**config.mk**
```make
export PLATFORM = sky130hd
export DESIGN_NAME = cp0_exception_unit
export DESIGN_NICKNAME = d
export VERILOG_FILES = /design/src/rtl/cp0_exception_unit.sv
export SDC_FILE = /design/constraint.sdc
export NUM_CORES = 1
export LEC_CHECK = 0
export CORE_MARGIN = 2
export CORE_UTILIZATION = 44
export DETAILED_ROUTE_END_ITERATION = 6
export PLACE_DENSITY = 0.79
export SLEW_MARGIN = 30
export SYNTH_ARGS = -nofsm -noshare
export SYNTH_HDL_FRONTEND = slang
export SYNTH_SLANG_ARGS = --single-unit
```
**constraint.sdc**
```tcl
create_clock -name clk -period 3.9 [get_ports clk]
set_input_delay 1.17 -clock clk [delete_from_list [all_inputs] [get_ports clk]]
set_output_delay 1.17 -clock clk [all_outputs]
set_load 0.005 [all_outputs]
```
**src/rtl/cp0_exception_unit.sv**
```systemverilog
// MEM-stage exception prioritisation, CP0 register file (BadVAddr, Count,
// Compare, Status, Cause, EPC), hardware/timer interrupt front end, and
// flush/redirect generation for exception and ERET commits.
module cp0_exception_unit #(
  parameter int          HW_INT_NUM   = 6,
  parameter logic [31:0] EXC_VECTOR   = 32'hBFC0_0380,
  parameter logic [31:0] RESET_STATUS = 32'h0040_0000,
  parameter int          COUNT_DIV    = 2
) (
  input  logic                  clk,
  input  logic                  rst,
  input  logic                  validM,
  input  logic                  stallM,
  input  logic [31:0]           pcM,
  input  logic [31:0]           memAddrM,
  input  logic                  inDelaySlotM,
  input  logic                  isSyscallM,
  input  logic                  isBreakM,
  input  logic                  isEretM,
  input  logic                  isLoadAddrErrM,
  input  logic                  isStoreAddrErrM,
  input  logic                  isOverflowM,
  input  logic                  isReservedM,
  input  logic [HW_INT_NUM-1:0] hwInt,
  input  logic                  cp0WeM,
  input  logic [4:0]            cp0WaddrM,
  input  logic [31:0]           cp0WdataM,
  input  logic [4:0]            cp0RaddrM,
  output logic [31:0]           cp0RdataM,
  output logic                  flush,
  output logic [31:0]           redirectPC,
  output logic [4:0]            excCode,
  output logic                  timerInt,
  output logic [31:0]           statusOut,
  output logic [31:0]           causeOut,
  output logic [31:0]           epcOut
);

  localparam logic [4:0]  REG_BADVADDR = 5'd8;
  localparam logic [4:0]  REG_COUNT    = 5'd9;
  localparam logic [4:0]  REG_COMPARE  = 5'd11;
  localparam logic [4:0]  REG_STATUS   = 5'd12;
  localparam logic [4:0]  REG_CAUSE    = 5'd13;
  localparam logic [4:0]  REG_EPC      = 5'd14;
  localparam logic [31:0] STATUS_WMASK = 32'h0000_FF03;  // IM, EXL, IE
  localparam logic [4:0]  NO_EXC       = 5'h1f;

  logic [31:0] status_q, status_d, epc_q, epc_d, badvaddr_q, badvaddr_d;
  logic [31:0] count_q, count_d, compare_q, compare_d;
  logic        bd_q, bd_d, ti_q, ti_d, div_q, div_d;
  logic [5:0]  ip_hw_q, ip_hw_d;      // Cause.IP[7:2]
  logic [1:0]  ip_sw_q, ip_sw_d;      // Cause.IP[1:0] (software)
  logic [4:0]  cause_code_q, cause_code_d, exc_out_q, exc_out_d;

  logic [5:0]  hw_ext;
  logic [31:0] cause_val;
  logic        commit, int_pending, fetch_err, count_tick;
  logic        exc_take, eret_take, mtc0_en, bad_from_pc, bad_from_mem;
  logic [4:0]  exc_code;

  // Line 5 only exists when all six lines are present; it shares IP7 with the timer.
  if (HW_INT_NUM >= 6) begin : g_hw_full
    assign hw_ext = hwInt[5:0];
  end else begin : g_hw_part
    assign hw_ext = {{(6 - HW_INT_NUM){1'b0}}, hwInt};
  end

  assign cause_val   = {bd_q, ti_q, 14'b0, ip_hw_q, ip_sw_q, 1'b0, cause_code_q, 2'b0};
  assign commit      = validM & ~stallM;
  assign int_pending = (|({ip_hw_q, ip_sw_q} & status_q[15:8])) & status_q[0] & ~status_q[1];
  assign fetch_err   = |pcM[1:0];
  assign count_tick  = (COUNT_DIV == 1) ? 1'b1 : div_q;

  // Prioritise the exception sources of the committing instruction.
  always_comb begin
    // NOTE: every output of a combinational block gets a default first so no latch is inferred.
    exc_take     = 1'b0;
    exc_code     = NO_EXC;
    bad_from_pc  = 1'b0;
    bad_from_mem = 1'b0;
    if (commit) begin
      exc_take = 1'b1;
      if (int_pending)          exc_code = 5'd0;
      else if (fetch_err)       begin exc_code = 5'd4; bad_from_pc = 1'b1; end
      else if (isReservedM)     exc_code = 5'd10;
      else if (isOverflowM)     exc_code = 5'd12;
      else if (isSyscallM)      exc_code = 5'd8;
      else if (isBreakM)        exc_code = 5'd9;
      else if (isLoadAddrErrM)  begin exc_code = 5'd4; bad_from_mem = 1'b1; end
      else if (isStoreAddrErrM) begin exc_code = 5'd5; bad_from_mem = 1'b1; end
      else                      exc_take = 1'b0;
    end
  end

  assign eret_take  = commit & isEretM & ~exc_take;
  assign mtc0_en    = cp0WeM & ~exc_take & ~eret_take;
  assign flush      = ~rst & (exc_take | eret_take);
  assign redirectPC = exc_take ? EXC_VECTOR : epc_q;

  // Next-state for the CP0 file: commits first, otherwise MTC0 writes.
  always_comb begin
    status_d     = status_q;
    epc_d        = epc_q;
    badvaddr_d   = badvaddr_q;
    compare_d    = compare_q;
    bd_d         = bd_q;
    ip_sw_d      = ip_sw_q;
    cause_code_d = cause_code_q;
    exc_out_d    = exc_out_q;
    ip_hw_d      = {ti_q | hw_ext[5], hw_ext[4:0]};
    div_d        = (COUNT_DIV == 1) ? 1'b0 : ~div_q;
    count_d      = count_tick ? count_q + 32'd1 : count_q;
    ti_d         = ti_q | ((count_q == compare_q) && (compare_q != 32'd0));

    if (exc_take) begin
      epc_d        = inDelaySlotM ? pcM - 32'd4 : pcM;
      bd_d         = inDelaySlotM;
      cause_code_d = exc_code;
      exc_out_d    = exc_code;
      status_d[1]  = 1'b1;
      if (bad_from_pc)  badvaddr_d = pcM;
      if (bad_from_mem) badvaddr_d = memAddrM;
    end else if (eret_take) begin
      status_d[1] = 1'b0;
    end

    if (mtc0_en) begin
      case (cp0WaddrM)
        REG_COUNT:   count_d = cp0WdataM;
        REG_COMPARE: begin compare_d = cp0WdataM; ti_d = 1'b0; end
        REG_STATUS:  status_d = (status_q & ~STATUS_WMASK) | (cp0WdataM & STATUS_WMASK);
        REG_CAUSE:   ip_sw_d = cp0WdataM[9:8];
        REG_EPC:     epc_d = cp0WdataM;
        default:     ;
      endcase
    end
  end

  // State register with synchronous reset.
  always_ff @(posedge clk) begin
    // NOTE: sequential state uses non-blocking assignments so every register samples pre-edge values.
    if (rst) begin
      status_q     <= RESET_STATUS;
      epc_q        <= '0;
      badvaddr_q   <= '0;
      count_q      <= '0;
      compare_q    <= '0;
      bd_q         <= 1'b0;
      ti_q         <= 1'b0;
      div_q        <= 1'b0;
      ip_hw_q      <= '0;
      ip_sw_q      <= '0;
      cause_code_q <= '0;
      exc_out_q    <= NO_EXC;
    end else begin
      status_q     <= status_d;
      epc_q        <= epc_d;
      badvaddr_q   <= badvaddr_d;
      count_q      <= count_d;
      compare_q    <= compare_d;
      bd_q         <= bd_d;
      ti_q         <= ti_d;
      div_q        <= div_d;
      ip_hw_q      <= ip_hw_d;
      ip_sw_q      <= ip_sw_d;
      cause_code_q <= cause_code_d;
      exc_out_q    <= exc_out_d;
    end
  end

  // MFC0 read port: registered values only, unmapped numbers read zero.
  always_comb begin
    cp0RdataM = '0;
    case (cp0RaddrM)
      REG_BADVADDR: cp0RdataM = badvaddr_q;
      REG_COUNT:    cp0RdataM = count_q;
      REG_COMPARE:  cp0RdataM = compare_q;
      REG_STATUS:   cp0RdataM = status_q;
      REG_CAUSE:    cp0RdataM = cause_val;
      REG_EPC:      cp0RdataM = epc_q;
      default:      ;
    endcase
  end

  assign excCode   = exc_out_q;
  assign timerInt  = ti_q;
  assign statusOut = status_q;
  assign causeOut  = cause_val;
  assign epcOut    = epc_q;

endmodule

```
Word level (Yosys, flattened, before mapping)
Index checks and enable logic that the tools add are counted.
- register bits after elaboration: 181
- output and inout bits: 167
- logic and storage cells: 100
- $add $sub $neg: 2
- eq/ne operators: 12
- multiplexer cells: 45
- bitwise gates (word level): 19
- reductions and logical operators: 9
- operators by type and width (operator ; count):
    2-to-1 mux 32 bit ; 10
    one-hot mux 32 bit (6 select lines) ; 1
    equality test 5 x 4 -> 1 bit (second input constant) ; 11
    2-to-1 mux 5 bit ; 9
    adder 32 x 1 -> 32 bit (second input constant) ; 1
    equality test 32 bit ; 1
    bitwise OR 32 x 16 -> 32 bit ; 1
    nonzero test 32 bit ; 1
    subtractor 32 x 3 -> 32 bit (second input constant) ; 1
    2-to-1 mux 1 bit ; 23
    bitwise AND 1 bit ; 8
    bitwise AND 8 bit ; 1
    AND reduction 2 bit ; 4
    OR reduction 8 bit ; 1
    inverter 1 bit ; 6
    2-to-1 mux 2 bit ; 2
    bitwise OR 1 bit ; 3
    nonzero test 2 bit ; 1
    OR reduction 2 bit ; 1
    logical AND 1 bit ; 1

Depth between registers and ports, before layout
- depth in word-level cells: 15
- depth in mapped cells: 8

Worst setup path before layout
OpenSTA, ideal clock, no wires.
- path kind: input to output
- start point: in isBreakM
- end point: out flush
- data arrival time: 2.819 ns
- required time: 2.730 ns
- setup slack: -0.089 ns
- stages: 6
- path buffers: 2
- path through: or4_1 buf_2 o41a_1 nor2_2 buf_2 a21oi_1
- word-level cells in the longest chain between the ends: 11
- RTL lines (what ; RTL line ; text):
    from (decl) ; 18 ; input logic isBreakM,
    2-to-1 mux 1 bit * ; 88 ; else if (isBreakM) exc_code = 5'd9;
    2-to-1 mux 1 bit * ; 87 ; else if (isSyscallM) exc_code = 5'd8;
    2-to-1 mux 1 bit * ; 86 ; else if (isOverflowM) exc_code = 5'd12;
    2-to-1 mux 1 bit * ; 85 ; else if (isReservedM) exc_code = 5'd10;
    2-to-1 mux 1 bit * ; 84 ; else if (fetch_err) begin exc_code = 5'd4; bad_from_pc = 1'b1; end
    2-to-1 mux 1 bit * ; 83 ; if (int_pending) exc_code = 5'd0;
    2-to-1 mux 1 bit * ; 81 ; if (commit) begin
    inverter 1 bit ; 95 ; assign eret_take = commit & isEretM & ~exc_take;
    bitwise AND 1 bit ; 95 ;
    bitwise OR 1 bit * ; 97 ; assign flush = ~rst & (exc_take | eret_take);
    bitwise AND 1 bit * ; 97 ;
    to (decl) ; 30 ; output logic flush,
Mark *: on every way between the ends. The rest lies on a longest branch, timed or not.

Worst setup path in the final report
- start point: in isOverflowM
- end point: out redirectPC[29]
- word-level cells in the longest chain between the ends: 6
- RTL lines (what ; RTL line ; text):
    from (decl) ; 22 ; input logic isOverflowM,
    2-to-1 mux 1 bit ; 86 ;
    2-to-1 mux 1 bit ; 85 ;
    2-to-1 mux 1 bit ; 84 ;
    2-to-1 mux 1 bit ; 83 ;
    2-to-1 mux 1 bit ; 81 ;
    2-to-1 mux 32 bit ; 98 ; assign redirectPC = exc_take ? EXC_VECTOR : epc_q;
    to (decl) ; 31 ; output logic [31:0] redirectPC,
Every way passes these cells.

==> impl_metrics.yaml <==
status:
  status: "finished, violations left"
  violations: "DRC, setup timing"
timing:
  finalMaxSlewViolations: 0
  fin_worst_skew_ns: 0.00811
  holdWs_ns: 0.457
  final.setup.tns_ns: -4.05
  clock.fmax_mhz: 243
  worstMarginPinSlew_ns: 0.947
  rsz0062_at_grt: "true"
  period_share: 1.05
  fin_ws_ns: -0.210
  hold_viol_final: 0
  setup_viol: 32
  period_needed_ns: 4.11
  slew_headroom: 0.368
finish:
  antennaDiodeCount: 0
  mostFrequentLayoutCell: "clkdlybuf4s50_1"
  most-common-layout-cells: "clkdlybuf4s50_1, dfxtp_1, a21oi_1"
  multi_input_area_um2: 5960
  fill_cells: 1772
  area_growth_pct: 40.9
  post-route-util: 0.631
  regArea_um2: 3180
  drive_gt1_frac: 0.191
  nNetsFinal: 1561
floorplan:
  dieArea_um2: 23300
  coreArea_um2: 21800
  start_util: 0.448
  ios: 292
  die_w_um: 153
  std_cell_rows: 54
  die_y_um: 153
synthesis:
  synth_edf_count: 0
  synthXorXnorAreaFrac: 0.0764
  synth_top_family_by_area: "compound AO/OA/AOI/OAI gates"
  yosysWarnings: 0
  synth_compound_area_frac: 0.256
  synth_top_area_cell: "dfxtp_1"
  synthTopCellsByArea: "dfxtp_1, xnor2_1, a22oi_1, a21oi_1, a211oi_2"
  synth_simple_gate_area_frac: 0.207
  ys_types: 58
  synth_seq_area_share: 0.327
  ys.flop_type: "dfxtp_1"
  netlist.area_leader.share: 0.327
  synth.area.mux_share: 0.0360
  avgSynthCellArea_um2: 8.20
  synth_area_um2: 9740
  synthAdderAreaFrac: 0.00257
  synthCells: 1188
  ys_async_sr_fraction: 0
  synth-seq-cells: 159
global_route:
  antenna_found_initial: 0
  grt_overflow: 0
  use_met1: 0.452
  grt_usage: 0.338
  met3_usage: 0.0853
  grt_pass1_vias: 10200
  grt.busiest_layer: "met2"
  met2_usage: 0.523
  grt_max_degree: 162
  grt_pass1_wl_mm: 61.8
detailed_routing:
  drt_first_pass_iters: 7
  route.detailed.drc: 7
  dr.first_iter.drc_count: 1712
  detail_route.wl_per_cell_um: 23.9
  via_per_inst: 6.43
  final_antenna_net_count: 0
  vias: 11100
  wl_mm: 41.3
setup_path:
  rr_startpoint: "ip_hw_q[5]$_SDFF_PP0_"
  worstSetupEndpointType: "output port"
  rrSetupSlack_ns: 1.04
  crit_path_start: "isOverflowM"
  criticalPathCategory: "input port to output port"
  crit_end: "redirectPC[29]"
  reg2reg_to: "cause_code_q[4]$_SDFFE_PP0N_"
  path_max_fanout: 6
  worstPathRequired_ns: 2.73
  cp-start-kind: "input port"
  crit_arrival_ns: 2.94
  r2r_cells: 7
power_and_ir_drop:
  leakage_nw: 4.94
  powerDensity_nw_per_um2: 319
  worst_ir_drop_vdd_mv: 0.203
clocking:
  tritoncts: "done"
  numCtsBuffers: 17
  clock_latency_ns: 0.43
  root_buffer: "clkbuf_16"
  clockBufferDepth: 2
  holdBufCountCts: 0
  htree_levels: 4
  clk_pin_slew_ns: 0.07
  clkSinkCount: 159
flow_run:
  max-cap-violations: 0
worst_hold_path:
  hold_path_class: "register to register"
  hold_start: "excCode[4]$_SDFFE_PP1N_"
place:
  portBuffers: 252
  gp_congestion: 0.988
  dp_hpwl_mm: 28.5
registers in the layout (all words and copies together) (netlist names):
name,cells
badvaddr_q,32
compare_q,32
count_q,32
epcOut,32
statusOut,10
ip_hw_q,6
cause_code_q,5
excCode,5
ip_sw_q,2
bd_q,1
count_tick,1
timerInt,1
critical path, cell delays in order:
cell and delay (ns):
buf_6 0.09, or4_4 0.53, o41a_1 0.39, buf_12 0.17, buf_6 0.11, or3_1 0.31, buf_2 0.14
kinds of logic (layout without fill, tap and decap cells):
family	count (synthesis)	in the layout
mux	35	35
simple gates	364	364
flops	159	159
buf+inv	192	414
xor+xnor	85	85
fa+ha+maj	2	2
compound gates	349	349
other cells	2	39
through the flow:
step	power [mW]	std cells	setup WS, ns	instance area [um^2]
2_1_floorplan	2.06	1225	-0.0792	9890
3_3_place_gp	2.44	1660	-0.816	12600
5_1_grt	4.48	1727	-0.228	13700
3_5_place_dp	2.45	1660	-0.834	12600
6_report	4.38	1727	-0.210	13700
4_1_cts	4.34	1724	-0.195	13700
worst min path at each step:
stage	cells past startpoint	slack [ns]	end
after floorplan	2	0.45	badvaddr_q[22]$_SDFFE_PP0P_
after global placement	1	0.43	excCode[4]$_SDFFE_PP1N_
after detailed placement	1	0.44	excCode[4]$_SDFFE_PP1N_
after CTS	1	0.45	excCode[4]$_SDFFE_PP1N_
after global routing	1	0.47	excCode[4]$_SDFFE_PP1N_
final	1	0.46	excCode[4]$_SDFFE_PP1N_
area by class of cell:
cell class,count,area share
Clock inverter,12,0.0150
Multi-Input combinational cell,874,0.435
Timing Repair Buffer,342,0.249
Inverter,40,0.0109
Clock buffer,20,0.0333
Tap cell,280,0.0255
Sequential cell,159,0.232
metal layers:
layer  up-vias  share of wire  wire length (um)
met5         -              0                 0
met4         0          0.047              1960
met3       168           0.12              4980
met2       854           0.45             18500
met1      5230           0.38             15800
li1       4857              -                 -
where the power goes:
group | internal, mW | switching (mW)
Combinational | 0.364 | 0.325
Clock | 1.18 | 0.725
Sequential | 1.69 | 0.0970
synthesized netlist by cell type (all sizes together), types with 12 or more instances:
library cell,n
nand4,26
nor2,33
buf,58
a211oi,52
mux2i,35
dfxtp,159
o21ai,75
nor3,50
a22oi,66
nor4,23
nand2,45
or3,44
a221oi,37
nand3,71
and3,26
xor2,12
a21oi,79
inv,40
xnor2,73
clkbuf,94
repair_timing:
item	CTS	global route
resized for setup	325	25
pin swaps	28	18
cloned	7	2
setup endpoints to repair	65	48
setup buffers	25	5
Power figures use the tool's default switching activity.
